File: config.mk
export PLATFORM = sky130hd
export DESIGN_NAME = wb_dbus_interconnect_flat
export DESIGN_NICKNAME = d
export VERILOG_FILES = /design/src/rtl/wb_dbus_interconnect_pkg.sv /design/src/rtl/wb_dbus_interconnect_if.sv /design/src/rtl/wb_dbus_interconnect_decoder.sv /design/src/rtl/wb_dbus_interconnect.sv /design/src/flat_wrapper.sv
export SDC_FILE = /design/constraint.sdc
export NUM_CORES = 1
export LEC_CHECK = 0
export BUFFER_PORTS_ARGS = -buffer_cell sky130_fd_sc_hd__buf_2
export CAP_MARGIN = 20
export CORE_MARGIN = 2
export CORE_UTILIZATION = 25
export CTS_BUF_LIST = sky130_fd_sc_hd__clkbuf_4 sky130_fd_sc_hd__clkbuf_8 sky130_fd_sc_hd__clkbuf_16
export CTS_CLUSTER_DIAMETER = 100
export DETAILED_ROUTE_END_ITERATION = 7
export GPL_TIMING_DRIVEN = 0
export REMOVE_ABC_BUFFERS = 1
export SETUP_SLACK_MARGIN = 0.2
export SLEW_MARGIN = 40
export SYNTH_ARGS = -nofsm -noshare
export SYNTH_HDL_FRONTEND = slang
export SYNTH_SLANG_ARGS = --single-unit
export TNS_END_PERCENT = 100
File: constraint.sdc
create_clock -name wb_clk_i -period 2 [get_ports wb_clk_i]
set_input_delay 0.4 -clock wb_clk_i [delete_from_list [all_inputs] [get_ports wb_clk_i]]
set_output_delay 0.4 -clock wb_clk_i [all_outputs]
set_load 0.03 [all_outputs]
File: src/rtl/wb_dbus_interconnect_pkg.sv
// wb_dbus_interconnect_pkg: FSM states and the default Hydrogen data-bus address map
package wb_dbus_interconnect_pkg;

    typedef enum logic [1:0] {IDLE, BUSY, UNMAP} state_t;

    // Slots from 0 upward: RAM, UART, GPIO0, GPIO1
    localparam logic [127:0] DEF_SLV_BASE = {32'h0800_0104, 32'h0800_0100, 32'h0800_0000, 32'h0400_0000};
    localparam logic [127:0] DEF_SLV_MASK = {32'hFFFF_FFFC, 32'hFFFF_FFFC, 32'hFFFF_FFF8, 32'hFC00_0000};

endpackage

File: src/rtl/wb_dbus_interconnect_if.sv
// wb_dbus_interconnect_if: master-side and slave-side Wishbone signals routed by the interconnect
interface wb_dbus_interconnect_if #(parameter int NUM_SLV = 4);

    logic [31:0]          m_adr_i;
    logic                 m_cyc_i;
    logic                 m_stb_i;
    logic [31:0]          m_dat_o;
    logic                 m_ack_o;
    logic [NUM_SLV-1:0]   s_stb_o;
    logic [NUM_SLV-1:0]   s_ack_i;
    logic [NUM_SLV*32-1:0] s_dat_i;

    // Interconnect view
    modport slave (
        input  m_adr_i, m_cyc_i, m_stb_i, s_ack_i, s_dat_i,
        output m_dat_o, m_ack_o, s_stb_o
    );

    // Environment view: core master plus the slave devices
    modport master (
        output m_adr_i, m_cyc_i, m_stb_i, s_ack_i, s_dat_i,
        input  m_dat_o, m_ack_o, s_stb_o
    );

endinterface

File: src/rtl/wb_dbus_interconnect_decoder.sv
// wb_dbus_interconnect_decoder: base/mask address match with lowest-index priority
module wb_dbus_interconnect_decoder
    import wb_dbus_interconnect_pkg::*;
#(
    parameter int                   NUM_SLV = 4,
    parameter logic [NUM_SLV*32-1:0] BASE   = DEF_SLV_BASE,
    parameter logic [NUM_SLV*32-1:0] MASK   = DEF_SLV_MASK
) (
    input  logic [31:0] adr_i,
    output logic        hit_o,
    output logic [2:0]  idx_o
);

    // Scan from the top slot down so the lowest matching index is what remains
    always_comb begin
        hit_o = 1'b0;
        idx_o = '0;
        for (int i = NUM_SLV - 1; i >= 0; i--) begin
            if ((adr_i & MASK[32*i+:32]) == BASE[32*i+:32]) begin
                hit_o = 1'b1;
                idx_o = 3'(i);
            end
        end
    end

endmodule

File: src/rtl/wb_dbus_interconnect.sv
// wb_dbus_interconnect: registered-decode Wishbone classic interconnect with timeout and error capture
module wb_dbus_interconnect
    import wb_dbus_interconnect_pkg::*;
#(
    parameter int                   NUM_SLV     = 4,
    parameter logic [NUM_SLV*32-1:0] SLV_BASE    = DEF_SLV_BASE,
    parameter logic [NUM_SLV*32-1:0] SLV_MASK    = DEF_SLV_MASK,
    parameter int                   TIMEOUT_CYC = 255
) (
    input  logic                   wb_clk_i,
    input  logic                   wb_rst_i,
    wb_dbus_interconnect_if.slave  bus,
    input  logic                   err_clr_i,
    output logic                   err_valid_o,
    output logic                   err_timeout_o,
    output logic [31:0]            err_adr_o,
    output logic [2:0]             cur_slv_o
);

    localparam int CW = $clog2(TIMEOUT_CYC + 1);

    state_t             state_q, state_d;
    logic [2:0]         sel_q, sel_d;
    logic [CW-1:0]      cnt_q, cnt_d;
    logic               err_valid_q, err_timeout_q;
    logic [31:0]        err_adr_q;
    logic               hit;
    logic [2:0]         idx;
    logic [NUM_SLV-1:0] sel_oh;
    logic               ack_sel;
    logic [31:0]        dat_sel;
    logic               cap, cap_to;

    wb_dbus_interconnect_decoder #(
        .NUM_SLV (NUM_SLV),
        .BASE    (SLV_BASE),
        .MASK    (SLV_MASK)
    ) u_dec (
        .adr_i (bus.m_adr_i),
        .hit_o (hit),
        .idx_o (idx)
    );

    // Select the latched slave's ack and read data
    always_comb begin
        sel_oh  = NUM_SLV'(1) << sel_q;
        ack_sel = |(bus.s_ack_i & sel_oh);
        dat_sel = '0;
        for (int i = 0; i < NUM_SLV; i++)
            if (sel_q == 3'(i)) dat_sel = bus.s_dat_i[32*i+:32];
    end

    // Next state and bus outputs; abort beats ack, ack beats timeout
    always_comb begin
        state_d     = state_q;
        sel_d       = sel_q;
        cnt_d       = cnt_q;
        bus.s_stb_o = '0;
        bus.m_ack_o = 1'b0;
        bus.m_dat_o = '0;
        cap         = 1'b0;
        cap_to      = 1'b0;
        case (state_q)
            IDLE: begin
                if (bus.m_cyc_i && bus.m_stb_i) begin
                    state_d = hit ? BUSY : UNMAP;
                    sel_d   = hit ? idx : sel_q;
                    cnt_d   = '0;
                end
            end
            BUSY: begin
                if (!bus.m_cyc_i) begin
                    state_d = IDLE;
                end else if (ack_sel) begin
                    bus.s_stb_o = bus.m_stb_i ? sel_oh : '0;
                    bus.m_ack_o = 1'b1;
                    bus.m_dat_o = dat_sel;
                    state_d     = IDLE;
                end else if (cnt_q == CW'(TIMEOUT_CYC - 1)) begin
                    bus.m_ack_o = 1'b1;
                    cap         = 1'b1;
                    cap_to      = 1'b1;
                    state_d     = IDLE;
                end else begin
                    bus.s_stb_o = bus.m_stb_i ? sel_oh : '0;
                    cnt_d       = cnt_q + 1'b1;
                end
            end
            UNMAP: begin
                bus.m_ack_o = 1'b1;
                cap         = 1'b1;
                state_d     = IDLE;
            end
            default: state_d = IDLE;
        endcase
    end

    // State, latched slave and timeout counter
    always_ff @(posedge wb_clk_i or posedge wb_rst_i) begin
        if (wb_rst_i) begin
            state_q <= IDLE;
            sel_q   <= '0;
            cnt_q   <= '0;
        end else begin
            state_q <= state_d;
            sel_q   <= sel_d;
            cnt_q   <= cnt_d;
        end
    end

    // Sticky error status: a new capture overrides a simultaneous clear
    always_ff @(posedge wb_clk_i or posedge wb_rst_i) begin
        if (wb_rst_i) begin
            err_valid_q   <= 1'b0;
            err_timeout_q <= 1'b0;
            err_adr_q     <= '0;
        end else if (cap) begin
            err_valid_q   <= 1'b1;
            err_timeout_q <= cap_to;
            err_adr_q     <= bus.m_adr_i;
        end else if (err_clr_i) begin
            err_valid_q   <= 1'b0;
            err_timeout_q <= 1'b0;
            err_adr_q     <= '0;
        end
    end

    assign err_valid_o   = err_valid_q;
    assign err_timeout_o = err_timeout_q;
    assign err_adr_o     = err_adr_q;
    assign cur_slv_o     = sel_q;

endmodule

File: src/flat_wrapper.sv
// flat-port wrapper written by rule: the top's interface ports become plain ports
module wb_dbus_interconnect_flat import wb_dbus_interconnect_pkg::*;
#(
    parameter int                   NUM_SLV     = 4,
    parameter logic [NUM_SLV*32-1:0] SLV_BASE    = DEF_SLV_BASE,
    parameter logic [NUM_SLV*32-1:0] SLV_MASK    = DEF_SLV_MASK,
    parameter int                   TIMEOUT_CYC = 255
)
  (wb_clk_i, wb_rst_i, err_clr_i, err_valid_o, err_timeout_o, err_adr_o, cur_slv_o, bus_m_adr_i, bus_m_cyc_i, bus_m_stb_i, bus_s_ack_i, bus_s_dat_i, bus_m_dat_o, bus_m_ack_o, bus_s_stb_o);
  wb_dbus_interconnect_if #(.NUM_SLV(NUM_SLV)) bus_i ();
  input  logic wb_clk_i;
  input  logic wb_rst_i;
  input  logic err_clr_i;
  output logic err_valid_o;
  output logic err_timeout_o;
  output logic [31:0] err_adr_o;
  output logic [2:0] cur_slv_o;
  input wire logic [$bits(bus_i.m_adr_i)-1:0] bus_m_adr_i;
  input wire logic [$bits(bus_i.m_cyc_i)-1:0] bus_m_cyc_i;
  input wire logic [$bits(bus_i.m_stb_i)-1:0] bus_m_stb_i;
  input wire logic [$bits(bus_i.s_ack_i)-1:0] bus_s_ack_i;
  input wire logic [$bits(bus_i.s_dat_i)-1:0] bus_s_dat_i;
  output wire logic [$bits(bus_i.m_dat_o)-1:0] bus_m_dat_o;
  output wire logic [$bits(bus_i.m_ack_o)-1:0] bus_m_ack_o;
  output wire logic [$bits(bus_i.s_stb_o)-1:0] bus_s_stb_o;
  assign bus_i.m_adr_i = bus_m_adr_i;
  assign bus_i.m_cyc_i = bus_m_cyc_i;
  assign bus_i.m_stb_i = bus_m_stb_i;
  assign bus_i.s_ack_i = bus_s_ack_i;
  assign bus_i.s_dat_i = bus_s_dat_i;
  assign bus_m_dat_o = bus_i.m_dat_o;
  assign bus_m_ack_o = bus_i.m_ack_o;
  assign bus_s_stb_o = bus_i.s_stb_o;
  wb_dbus_interconnect #(.NUM_SLV(NUM_SLV), .SLV_BASE(SLV_BASE), .SLV_MASK(SLV_MASK), .TIMEOUT_CYC(TIMEOUT_CYC)) u_core (.wb_clk_i(wb_clk_i), .wb_rst_i(wb_rst_i), .bus(bus_i), .err_clr_i(err_clr_i), .err_valid_o(err_valid_o), .err_timeout_o(err_timeout_o), .err_adr_o(err_adr_o), .cur_slv_o(cur_slv_o));
endmodule
==> impl_metrics.py <==
metrics = {
    "status": {
        "violations": "negative setup slack",
        "status": "finished, violations left",
    },
    "timing": {
        "worst_slack_ps": -496.4,
        "slew_headroom": 0.5455,
        "rsz0062_at_grt": "true",
        "setup_tns_ps": -30610,
        "tightestPinTransition_ps": 681.7,
        "skew_ps": 5.253,
        "final.period_utilization": 1.248,
        "clock.fmax_mhz": 400.6,
        "finalHoldViolCount": 0,
        "final.min_clock_period_ps": 2496,
        "finalMaxSlewViolations": 0,
        "whs_ps": 322.0,
        "finalSetupViolations": 81,
    },
    "placement": {
        "gp_congestion": 0.8207,
        "place_area_um2": 4563,
        "placedCellCount": 714,
        "port-buffer-count": 241,
        "hpwl_um": 10140,
        "place_ws_ps": -872.0,
    },
    "setup_path": {
        "r2r.worst_path.cells": 8,
        "critical_path.max_stage_delay_ps": 500,
        "crit_required_ps": 1600,
        "critPathSlowestCell": "mux4_2",
        "critPathMaxFanout": 3,
        "crit_type": "register to primary output",
        "path_cells": "buf_12, mux4_2, buf_6, o21bai_4, a31oi_2, nor2_1, buf_4",
        "cp-start-kind": "register",
        "cp_data_arrival_time_ps": 2100,
        "cp-end-kind": "primary output",
    },
    "grt": {
        "gr-usage-all-layers": 0.2109,
        "grt_pass1_wl_um": 21300,
        "grt_max_degree": 39,
        "first_global_vias": 3776,
        "globalRouteOverflowTotal": 0,
        "antenna_found_initial": 12,
    },
    "synth": {
        "synth_area_um2": 3186,
        "synth-seq-cells": 46,
        "ys_seq_area_frac": 0.3614,
        "netlist-cell-type-count": 41,
        "yosysWarningCount": 0,
        "synth-main-ff-cell": "dfrtp_1",
        "synthCells": 323,
        "async_flop_share": 1.000,
        "avgSynthCellArea_um2": 9.862,
        "synth_edf_count": 0,
    },
    "pwr": {
        "power_switching_share": 0.3515,
        "clkPwrFrac": 0.286,
        "p_int_w": 0.001933,
        "power.switching_w": 0.001048,
        "power_density_nw_per_um2": 530.7,
        "p_leak_nw": 2.537,
        "power.share.combinational": 0.349,
        "peakVddDrop_uv": 619.0,
        "power_frac_seq": 0.365,
    },
    "floorplanning": {
        "die_x_um": 116.9,
        "die_h_um": 116.9,
        "coreArea_um2": 12520,
        "rows": 41,
        "dieArea_um2": 13660,
        "initial_utilization": 0.2545,
        "pin_count": 243,
    },
    "drt": {
        "viasPerCell": 4.950,
        "wirelength_um": 15310,
        "via_count": 3787,
        "drt_iter0_markers": 180,
        "ant_nets": 0,
        "drc_errors": 0,
        "wire_per_inst_um": 20.01,
        "first_pass_iters": 4,
    },
    "clocking": {
        "numCtsBuffers": 5,
        "clock-root-buffer": "clkbuf_16",
        "cts_tree": "done",
        "insertion_delay_ps": 290,
        "cts_sinks": 46,
        "clk_pin_slew_worst_paths_ps": 60,
        "ctsLongestPathBuffers": 2,
        "cts_max_level": 2,
    },
    "hold_path": {
        "hold_class": "primary input to register",
        "hold-path-cell-count": 3,
    },
    "layout": {
        "final_common_cell": "buf_2",
        "nets": 757,
        "drive_gt1_frac": 0.6952,
        "final_cell_mix": "205 x buf_2, 50 x nand2_1, 43 x dfrtp_1, 33 x mux4_2, 25 x nand2_2",
        "area_delta_synth_final_pct": 76.32,
        "fin_area_um2": 5617,
        "final_cells": 765,
    },
    "run": {
        "drv_cap": 0,
    },
}
==> path summary, 6_finish.rpt <==
path	slack (ps)	startpoint	to
worst min-delay path	320	bus_m_adr_i[1]	u_core.err_adr_o[1]
worst max register to register	-440	u_core.cur_slv_o[0]	u_core.cnt_q[5]
worst min register to register	480	u_core.err_valid_o	u_core.err_valid_o
min in group asynchronous	560	wb_rst_i	u_core.err_adr_o[10]
max in group asynchronous	1000	wb_rst_i	u_core.cur_slv_o[0]
worst max-delay path	-500	u_core.cur_slv_o[0]	bus_m_ack_o
==> power groups by stage <==
stage                     logic (W)  registers [W]  clock network, W
final                       0.00104        0.00109          0.000852
after CTS                  0.000991        0.00109          0.000869
after detailed placement   0.000807        0.00110                 0
after global placement     0.000781        0.00110                 0
after global routing        0.00111        0.00110          0.000907
after floorplan            0.000249        0.00129                 0
==> synthesized netlist by cell type (all sizes together), types with 5 or more instances <==
master / count / area share
dfrtp: 46 / 0.36
mux4: 33 / 0.23
clkbuf: 14 / 0.017
inv: 6 / 0.0071
ha: 5 / 0.020
nor4: 7 / 0.014
nor2b: 32 / 0.063
nor2: 8 / 0.0094
o21ai: 35 / 0.055
nand2: 77 / 0.091
nand3: 7 / 0.011
buf: 10 / 0.016
==> stage by stage <==
| step | utilization | total power [W] |
|---|---|---|
| finish | 0.4487 | 0.002981 |
| global route | 0.4483 | 0.003119 |
| CTS | 0.4240 | 0.002949 |
| detailed placement | 0.3646 | 0.001908 |
| global placement | 0.3597 | 0.001878 |
| floorplan | - | 0.001543 |
==> kinds of logic after synthesis <==
kind of cell / count (synthesis) / synth area share
multiplexers: 34 / 0.2368
XOR/XNOR: 4 / 0.01100
other: 1 / 0.001177
flip-flops: 46 / 0.3613
AO/OA/AOI/OAI: 54 / 0.1033
AND/OR/NAND/NOR: 148 / 0.2255
adder cells (fa/ha/maj): 5 / 0.01964
buffers and inverters: 31 / 0.04124
==> worst max-delay path, delay by kind of cell, from the launching register on <==
kind	cells	cell delay, ps
buf+inv	3	470
simple gates	1	80
mux	1	500
compound gates	2	280
flops	1	490
==> metal layers <==
layer / vias up / track usage / routed length, um
li1: 1713 / - / -
met3: 35 / 0.04995 / 1059
met5: - / 0 / 0
met4: 0 / 0.09255 / 532
met1: 1849 / 0.2252 / 5408
met2: 190 / 0.3942 / 8309
==> final cells by class <==
| type | count | area [um2] |
|---|---|---|
| antenna | 9 | 22.52 |
| clock buffer | 6 | 138.9 |
| clock inverter | 2 | 12.51 |
| fill | 1227 | 6900 |
| inverter | 7 | 30.03 |
| multi-input combinational | 257 | 2434 |
| sequential | 46 | 1160 |
| tap | 172 | 215.2 |
| timing repair buffer | 266 | 1604 |
==> flip-flops by register name, summed over array words and instances (netlist names) <==
signal and flops:
u_core.err_timeout_o 1, u_core.state_q 2, u_core.cnt_q 8, u_core.cur_slv_o 2, u_core.err_adr_o 32, u_core.err_valid_o 1
==> what timing repair did <==
item | in CTS | in global routing
gates resized for setup | 109 | 81
hold buffers | 1 | 0
pin swaps | 47 | 20
cloned | 12 | 0
buffers inserted | 17 | 4
setup endpoints to repair | 84 | 84
endpoints found under the hold margin | 7 | 0
No activity file was read; power rests on OpenSTA's default activity.
